`config.mk`:
```
export PLATFORM = sky130hd
export DESIGN_NAME = mac_requant
export DESIGN_NICKNAME = d
export VERILOG_FILES = /design/src/rtl/mac_requant.sv
export SDC_FILE = /design/constraint.sdc
export NUM_CORES = 1
export LEC_CHECK = 0
export ABC_AREA = 1
export CAP_MARGIN = 15
export CELL_PAD_IN_SITES_DETAIL_PLACEMENT = 1
export CELL_PAD_IN_SITES_GLOBAL_PLACEMENT = 2
export CORE_MARGIN = 1
export CORE_UTILIZATION = 25
export DETAILED_ROUTE_END_ITERATION = 10
export PLACE_DENSITY = 0.78
export SLEW_MARGIN = 20
export SYNTH_ARGS = -nofsm -noshare
export SYNTH_HDL_FRONTEND = slang
export SYNTH_SLANG_ARGS = --single-unit
```
`constraint.sdc`:
```
create_clock -name clk_i -period 2.5 [get_ports clk_i]
set_input_delay 0.5 -clock clk_i [delete_from_list [all_inputs] [get_ports clk_i]]
set_output_delay 0.5 -clock clk_i [all_outputs]
set_load 0.03 [all_outputs]
```
`src/rtl/mac_requant.sv`:
```
// ============================================================================
// Module      : mac_requant
// Description : Requantizes signed Q(int_in_p).(frac_in_p) MAC results to
//               Q(int_out_p).(frac_out_p) with saturation, then queues them
//               in a 2-entry elastic buffer on a valid/ready stream.
//               Optional macro MAC_REQUANT_ROUND_EN selects round-half-up;
//               without it the dropped fraction bits are truncated (floor).
// Revision    : 1.0 - initial release
// ============================================================================
`default_nettype none

module mac_requant #(
  parameter int int_in_p   = 16,
  parameter int frac_in_p  = 16,
  parameter int int_out_p  = 8,
  parameter int frac_out_p = 8
) (
  input  logic                                clk_i,
  input  logic                                reset_i,
  input  logic [int_in_p+frac_in_p-1:0]       data_i,
  input  logic                                valid_i,
  output logic                                ready_o,
  output logic [int_out_p+frac_out_p-1:0]     data_o,
  output logic                                sat_o,
  output logic                                valid_o,
  input  logic                                ready_i
);

  localparam int W_IN  = int_in_p + frac_in_p;
  localparam int W_OUT = int_out_p + frac_out_p;
  localparam int SHIFT = frac_in_p - frac_out_p;

  // Output range limits expressed in the widened (W_IN+1) arithmetic domain.
  localparam logic        [W_IN:0] ONE_W   = {{W_IN{1'b0}}, 1'b1};
  localparam logic signed [W_IN:0] SAT_MAX = $signed((ONE_W << (W_OUT - 1)) - ONE_W);
  localparam logic signed [W_IN:0] SAT_MIN = ~SAT_MAX;

  if (!((frac_in_p >= frac_out_p) && (frac_out_p >= 0) &&
        (int_in_p >= int_out_p) && (int_out_p >= 1))) begin : g_param_check
    $error("mac_requant: illegal format parameters");
  end

  // --------------------------------------------------------------------------
  // Requantization datapath
  // --------------------------------------------------------------------------
  logic signed [W_IN:0]    w_ext;
  logic signed [W_IN:0]    w_biased;
  logic signed [W_IN:0]    w_q;
  logic [W_OUT-1:0]        w_res_data;
  logic                    w_res_sat;

  // One extra bit of headroom so the rounding increment can never wrap.
  assign w_ext = $signed({data_i[W_IN-1], data_i});

`ifdef MAC_REQUANT_ROUND_EN
  if (SHIFT > 0) begin : g_round
    localparam logic [W_IN:0] ROUND_INC = ONE_W << (SHIFT - 1);
    assign w_biased = w_ext + $signed(ROUND_INC);
  end else begin : g_no_round
    assign w_biased = w_ext;
  end
`else
  assign w_biased = w_ext;
`endif

  assign w_q = w_biased >>> SHIFT;

  // Clamp to the output range; exactly-min is representable and not flagged.
  always_comb begin
    w_res_data = w_q[W_OUT-1:0];
    w_res_sat  = 1'b0;
    if (w_q > SAT_MAX) begin
      w_res_data = SAT_MAX[W_OUT-1:0];
      w_res_sat  = 1'b1;
    end else if (w_q < SAT_MIN) begin
      w_res_data = SAT_MIN[W_OUT-1:0];
      w_res_sat  = 1'b1;
    end
  end

  // --------------------------------------------------------------------------
  // 2-entry elastic buffer: head drives the outputs directly, tail holds the
  // second sample while the consumer stalls.
  // --------------------------------------------------------------------------
  logic [1:0]        count_q, count_d;
  logic              ready_q, ready_d;
  logic [W_OUT-1:0]  head_data_q, head_data_d;
  logic              head_sat_q, head_sat_d;
  logic [W_OUT-1:0]  tail_data_q, tail_data_d;
  logic              tail_sat_q, tail_sat_d;
  logic              w_push;
  logic              w_pop;

  assign w_push = valid_i & ready_q;
  assign w_pop  = (count_q != 2'd0) & ready_i;

  // Next-state for occupancy, entries and the registered ready.
  always_comb begin
    count_d     = count_q;
    head_data_d = head_data_q;
    head_sat_d  = head_sat_q;
    tail_data_d = tail_data_q;
    tail_sat_d  = tail_sat_q;
    case ({w_push, w_pop})
      2'b10: begin
        if (count_q == 2'd0) begin
          head_data_d = w_res_data;
          head_sat_d  = w_res_sat;
          count_d     = 2'd1;
        end else begin
          tail_data_d = w_res_data;
          tail_sat_d  = w_res_sat;
          count_d     = 2'd2;
        end
      end
      2'b01: begin
        if (count_q == 2'd2) begin
          head_data_d = tail_data_q;
          head_sat_d  = tail_sat_q;
        end
        count_d = count_q - 2'd1;
      end
      2'b11: begin
        if (count_q == 2'd2) begin
          head_data_d = tail_data_q;
          head_sat_d  = tail_sat_q;
          tail_data_d = w_res_data;
          tail_sat_d  = w_res_sat;
        end else begin
          head_data_d = w_res_data;
          head_sat_d  = w_res_sat;
        end
      end
      default: begin
      end
    endcase
    ready_d = (count_d != 2'd2);
  end

  // State registers with synchronous reset that discards buffered samples.
  always_ff @(posedge clk_i) begin
    if (reset_i) begin
      count_q     <= 2'd0;
      ready_q     <= 1'b1;
      head_data_q <= '0;
      head_sat_q  <= 1'b0;
      tail_data_q <= '0;
      tail_sat_q  <= 1'b0;
    end else begin
      count_q     <= count_d;
      ready_q     <= ready_d;
      head_data_q <= head_data_d;
      head_sat_q  <= head_sat_d;
      tail_data_q <= tail_data_d;
      tail_sat_q  <= tail_sat_d;
    end
  end

  assign ready_o = ready_q;
  assign valid_o = (count_q != 2'd0);
  assign data_o  = head_data_q;
  assign sat_o   = head_sat_q;

endmodule

`default_nettype wire

```
-- Word level (Yosys, flattened, before mapping)
Index checks and enable logic that the tools add are counted.
- register bits: 37
- input port bits: 36
- output and inout port bits: 19
- word-level logic and storage cells: 46
- $add $sub $neg: 1
- $lt $le $gt $ge: 2
- equality and inequality tests: 9
- muxes and demuxes: 20
- bitwise logic cells: 2
- reduce and logical (&&, ||, !) cells: 6
- operators with widths (operator ; count):
    $mux 16 ; 7
    $pmux 16 s3 ; 1
    $pmux 16 s2 ; 1
    $gt 24x16->1 const B ; 1
    $lt 24x16->1 const B ; 1
    $ne 2x2->1 const B ; 5
    $mux 1 ; 7
    $eq 2x2->1 const B ; 3
    $reduce_and 3->1 ; 2
    $pmux 2 s2 ; 1
    $reduce_bool 2->1 ; 2
    $pmux 1 s3 ; 1
    $reduce_bool 3->1 ; 1
    $and 1x1->1 ; 2
    $eq 2x1->1 const B ; 1
    $logic_not 2->1 ; 1
    $mux 2 ; 1
    $pmux 1 s2 ; 1
    $sub 2x1->2 const B ; 1

-- Longest topological paths before layout
Gate-level depths: netlist of run 1.
- depth after elaboration: 5
- mapped depth: 14

-- Worst setup path before layout of run 1
OpenSTA, ideal clock, no wires.
- path kind: register to register
- start: register count_q[0]
- end: register tail_data_q[10]
- setup time: 0.113 ns
- data arrival time: 1.938 ns
- data required time: 2.387 ns
- setup slack: 0.449 ns
- cell stages (with the launch flop): 13
- buffers on the path: 3
- cells stage by stage: dfxtp_1 inv_1 ha_1 nor2_1 buf_4 buf_6 inv_1 ha_1 o211ai_2 buf_4 a21oi_1 o21ai_1 inv_1
- word-level cells in the longest chain between the ends: 5
- ends and longest elaborated chain (what ; RTL line ; RTL):
    start, declared ; 85 ; logic [1:0] count_q, count_d;
    start signal, assigned ; 150 ; count_q <= count_d;
    $reduce_bool 2->1 ; 95 ; assign w_pop = (count_q != 2'd0) & ready_i;
    $and 1x1->1 ; 95 ;
    $eq 2x2->1 ; 104 ; case ({w_push, w_pop})
    $ne 2x2->1 (no line) / $reduce_bool 2->1 (equally long branches) ; -- ;
    $reduce_and 3->1 (no line) ; -- ;
    end signal, assigned ; 154 ; tail_data_q <= tail_data_d;
    end, declared ; 89 ; logic [W_OUT-1:0] tail_data_q, tail_data_d;
Parallel ways exist; a longest one is shown, timed or not.
A chain may end at the register's enable or synchronous reset.

-- Worst setup path after layout of run 1
- start: register count_q[0]
- end: output port valid_o
- word-level cells in the longest chain between the ends: 1
- ends and longest elaborated chain (what ; RTL line ; RTL):
    $reduce_bool 2->1 ; 160 ; assign valid_o = (count_q != 2'd0);
    end, declared ; 25 ; output logic valid_o,
Every way passes these cells.

==> results of run 1 <==
-- final cells by class --
class                           instances  share of cell area
Tap cell                               99             0.04933
Clock inverter                          1            0.001993
Multi-Input combinational cell        172              0.3543
Sequential cell                        37              0.2950
Timing Repair Buffer                   52              0.2063
Inverter                               44             0.06577
Clock buffer                            5             0.02740
-- routing by layer --
| metal | part of all wire | track usage | wire, um | vias to the layer above |
|---|---|---|---|---|
| met5 | 0 | 0 | 0 | - |
| met4 | 0.011 | 0.03463 | 58 | 0 |
| met3 | 0.047 | 0.03324 | 258 | 5 |
| met2 | 0.47 | 0.2637 | 2591 | 39 |
| met1 | 0.47 | 0.1760 | 2557 | 872 |
| li1 | - | - | - | 955 |
-- cells in the mapped netlist --
master	instances	area, um2
a211oi_1	1	7.510
inv_2	2	7.510
nand2_2	4	25.02
ha_1	6	75.07
dfxtp_1	37	740.7
o21ai_1	12	60.06
buf_8	1	15.01
buf_4	4	30.03
nor2_2	2	12.51
a31oi_1	17	106.4
inv_1	42	157.7
clkbuf_1	2	7.510
nand2_4	1	11.26
o211ai_1	3	22.52
a21oi_1	32	160.2
buf_6	4	45.04
nand2_1	60	225.2
o211ai_2	1	12.51
o21bai_4	1	18.77
a21oi_2	1	8.760
o21ai_0	22	110.1
buf_2	3	15.01
nor2_1	9	33.78
-- per-stage QoR --
step / hold WS [ns] / setup slack [ns] / power, mW / cell area, um2
after floorplan: 0.4345 / 0.4490 / 2.223 / 1908
after global placement: 0.4462 / 0.2868 / 2.803 / 2437
after detailed placement: 0.4510 / 0.2481 / 2.853 / 2437
after CTS: 0.4740 / 0.3238 / 3.256 / 2511
after global routing: 0.5138 / 0.2641 / 3.486 / 2511
final: 0.4714 / 0.3545 / 3.193 / 2511
-- where the power goes --
| group | total (mW) | internal, mW | switching, mW |
|---|---|---|---|
| sequential | 1.02 | 0.880 | 0.144 |
| clock | 0.381 | 0.183 | 0.198 |
| combinational | 1.79 | 0.693 | 1.10 |
| total | 3.19 | 1.76 | 1.44 |
-- tightest hold or removal path: stages (launching register included) --
cell,delay [ns]
dfxtp_1,0.31
inv_1,0.05
a211oi_1,0.06
-- path summary, 6_finish.rpt --
path                                   endpoint  slack [ns]  depth (start not counted)
worst min-delay path            tail_data_q[15]        0.47                          2
worst max register to register       data_o[11]        0.63                         10
worst max-delay path                    valid_o        0.35                          4
worst min register to register  tail_data_q[15]        0.47                          2
-- sequential cells by signal (all words and copies together), names as in the netlist --
name,cells
count_q,2
data_o,16
ready_o,1
sat_o,1
tail_data_q,16
tail_sat_q,1
-- placed cells by master (no fill, tap or decap) --
cell type	instances
a211oi_1	1
a21oi_1	32
a21oi_2	1
a31oi_1	17
buf_12	1
buf_4	5
clkbuf_8	5
clkdlybuf4s50_1	46
clkinv_2	1
dfxtp_1	37
ha_1	6
inv_1	42
inv_2	2
nand2_1	60
nand2_2	4
nand2_4	1
nor2_1	9
nor2_2	2
o211ai_1	3
o211ai_2	1
o21ai_0	22
o21ai_1	12
o21bai_4	1
-- cells by family (layout without fill, tap and decap cells) --
| kind of cell | after synthesis | after routing | share of synthesized area |
|---|---|---|---|
| AO/OA/AOI/OAI | 90 | 90 | 0.2656 |
| AND/OR/NAND/NOR | 76 | 76 | 0.1613 |
| buffers and inverters | 58 | 102 | 0.1456 |
| flip-flops | 37 | 37 | 0.3882 |
| adder cells (fa/ha/maj) | 6 | 6 | 0.03934 |
==> impl_summary.log, run 1 <==
INFO  metric syn-instance-count = 267
INFO  metric cts_buffers = 5
INFO  metric routed_wire_length_per_instance = 13.33 um
INFO  metric final-hold-violation-count = 0
INFO  metric initial_core_util = 0.2603
INFO  metric cts.sink_count = 37
INFO  metric clock_latency = 0.28 ns
INFO  metric crit-reg2reg-launch = count_q[0]
INFO  metric cts_tree = yes
INFO  metric routabilityCongestion = 0.7533
INFO  metric worst-path-buf-inv = 3
INFO  metric crit_fanout = 3
INFO  metric finalSetupViolations = 0
INFO  metric grt_remaining_overflow = 0
INFO  metric yosysWarningCount = 0
INFO  metric port_buffer_cells = 46
INFO  metric deepest_level_of_the_cts_h_tree = 2
INFO  metric placementRows = 31
INFO  metric die_width = 89.37 um
INFO  metric mappedNetlistArea = 1908 um2
INFO  metric clock_tree_skew_after_final_layout = 0.004087 ns
INFO  metric fillers = 922
INFO  metric antennaDiodeCount = 0
INFO  metric synth.avg_cell_area = 7.146 um2
INFO  metric cp_data_required_time = 2.00 ns
INFO  metric max_slew_margin = 0.6078
INFO  metric timing_worst_setup_path_type = flip-flop to primary output
INFO  metric max_freq = 0.4661 GHz
INFO  metric route.detailed.drc = 0
INFO  metric clkSlewWorstSetupHoldPaths = 0.07 ns
INFO  metric timing.critical_path.from = count_q[0]
INFO  metric powerDensity = 1272 nW/um2
INFO  metric timing.critical_path.arrival = 1.65 ns
INFO  metric yosysSeqAreaShare = 0.3882
INFO  metric grt_pass1_vias = 1926
INFO  metric final_max_slew_viol_count = 0
INFO  metric detail_route.vias_per_cell = 4.563
INFO  metric area.sequential = 740.7 um2
INFO  metric post_route_cells_drive_above_1_share = 0.07717
INFO  metric postSynthNetCount = 309
INFO  metric grt_max_degree = 35
INFO  metric worst_hold_path_type = flip-flop to flip-flop
INFO  metric cts_hold_buf = 0
INFO  metric setup.worst_path.end_class = primary output
INFO  metric coreArea = 7331 um2
INFO  metric timing.critical_path.cells = inv_1 > ha_1 > inv_1 > clkdlybuf4s50_1
INFO  metric final_critical_path_share_of_the_clock_period = 0.8582
INFO  metric worst-slew-pin-transition = 0.5876 ns
INFO  metric footprint_of_the_multi_input_gates = 889.6 um2
INFO  metric clock-root-buffer = clkbuf_8
INFO  metric routed-via-count = 1871
INFO  metric post_layout_nonfiller_instances = 410
INFO  metric grt_antenna_before_repair = 0
INFO  metric post-route-min-period = 2.145 ns
INFO  metric post_cts_buffers = 0
INFO  metric worst_path_most_repeated_cell = inv_1
INFO  metric design.die.area = 7986 um2
INFO  metric drt_iter0_drc = 70
INFO  metric floorplan.die.height = 89.37 um
INFO  metric setup.worst_path.start_class = flip-flop
INFO  metric finalCoreUtilization = 0.3426
INFO  metric global_route_wire_length_before_repair = 8914 um
INFO  metric grt_use_total = 0.1463
INFO  metric outcome = finished clean
INFO  metric detail_route_antenna_nets = 0
INFO  metric finish.net_count = 354
INFO  metric synth_cell_types = 23
INFO  metric rsz_0062_raised_after_global_routing = false
INFO  metric syn_to_final_growth = 31.61%
INFO  metric ys_seq_elements = 37
INFO  metric setup_tns = 0 ns
INFO  metric worst_path_max_delay_cell = clkdlybuf4s50_1
INFO  metric ios = 55
INFO  metric clock_tree.buffer_depth = 2
INFO  metric quantity_of_gates_resized_following_cts = 0
INFO  metric drt-total-wl = 5465 um
INFO  metric placed_cells = 404
INFO  metric place.detailed.hpwl = 3706 um
INFO  metric dr.pass1.iters = 4
INFO  metric power_leakage = 1.156 nW
INFO  metric hp-start = tail_data_q[15]
INFO  metric path_delay_family = buffers and inverters
INFO  metric cap_violations = 0
INFO  metric vdd_ir_drop_max = 0.3275 mV
INFO  metric slowest_delay = 0.66 ns
Power figures use the tool's default switching activity.
==> run 2, diff against run 1 <==
--- a/config.mk
+++ b/config.mk
@@ -11,9 +11,10 @@
 export CELL_PAD_IN_SITES_GLOBAL_PLACEMENT = 2
 export CORE_MARGIN = 1
 export CORE_UTILIZATION = 25
+export CTS_CLUSTER_DIAMETER = 80
 export DETAILED_ROUTE_END_ITERATION = 10
 export PLACE_DENSITY = 0.78
-export SLEW_MARGIN = 20
+export SLEW_MARGIN = 10
 export SYNTH_ARGS = -nofsm -noshare
 export SYNTH_HDL_FRONTEND = slang
 export SYNTH_SLANG_ARGS = --single-unit
==> results of run 2 <==
Same layout as run 1: the final DEF is identical, and so are final timing and power.
==> run 3, diff against run 2 <==
--- a/config.mk
+++ b/config.mk
@@ -9,7 +9,6 @@
 export CAP_MARGIN = 15
 export CELL_PAD_IN_SITES_DETAIL_PLACEMENT = 1
 export CELL_PAD_IN_SITES_GLOBAL_PLACEMENT = 2
-export CORE_MARGIN = 1
 export CORE_UTILIZATION = 25
 export CTS_CLUSTER_DIAMETER = 80
 export DETAILED_ROUTE_END_ITERATION = 10
==> results of run 3 <==
Same layout as run 1: the final DEF is identical, and so are final timing and power.
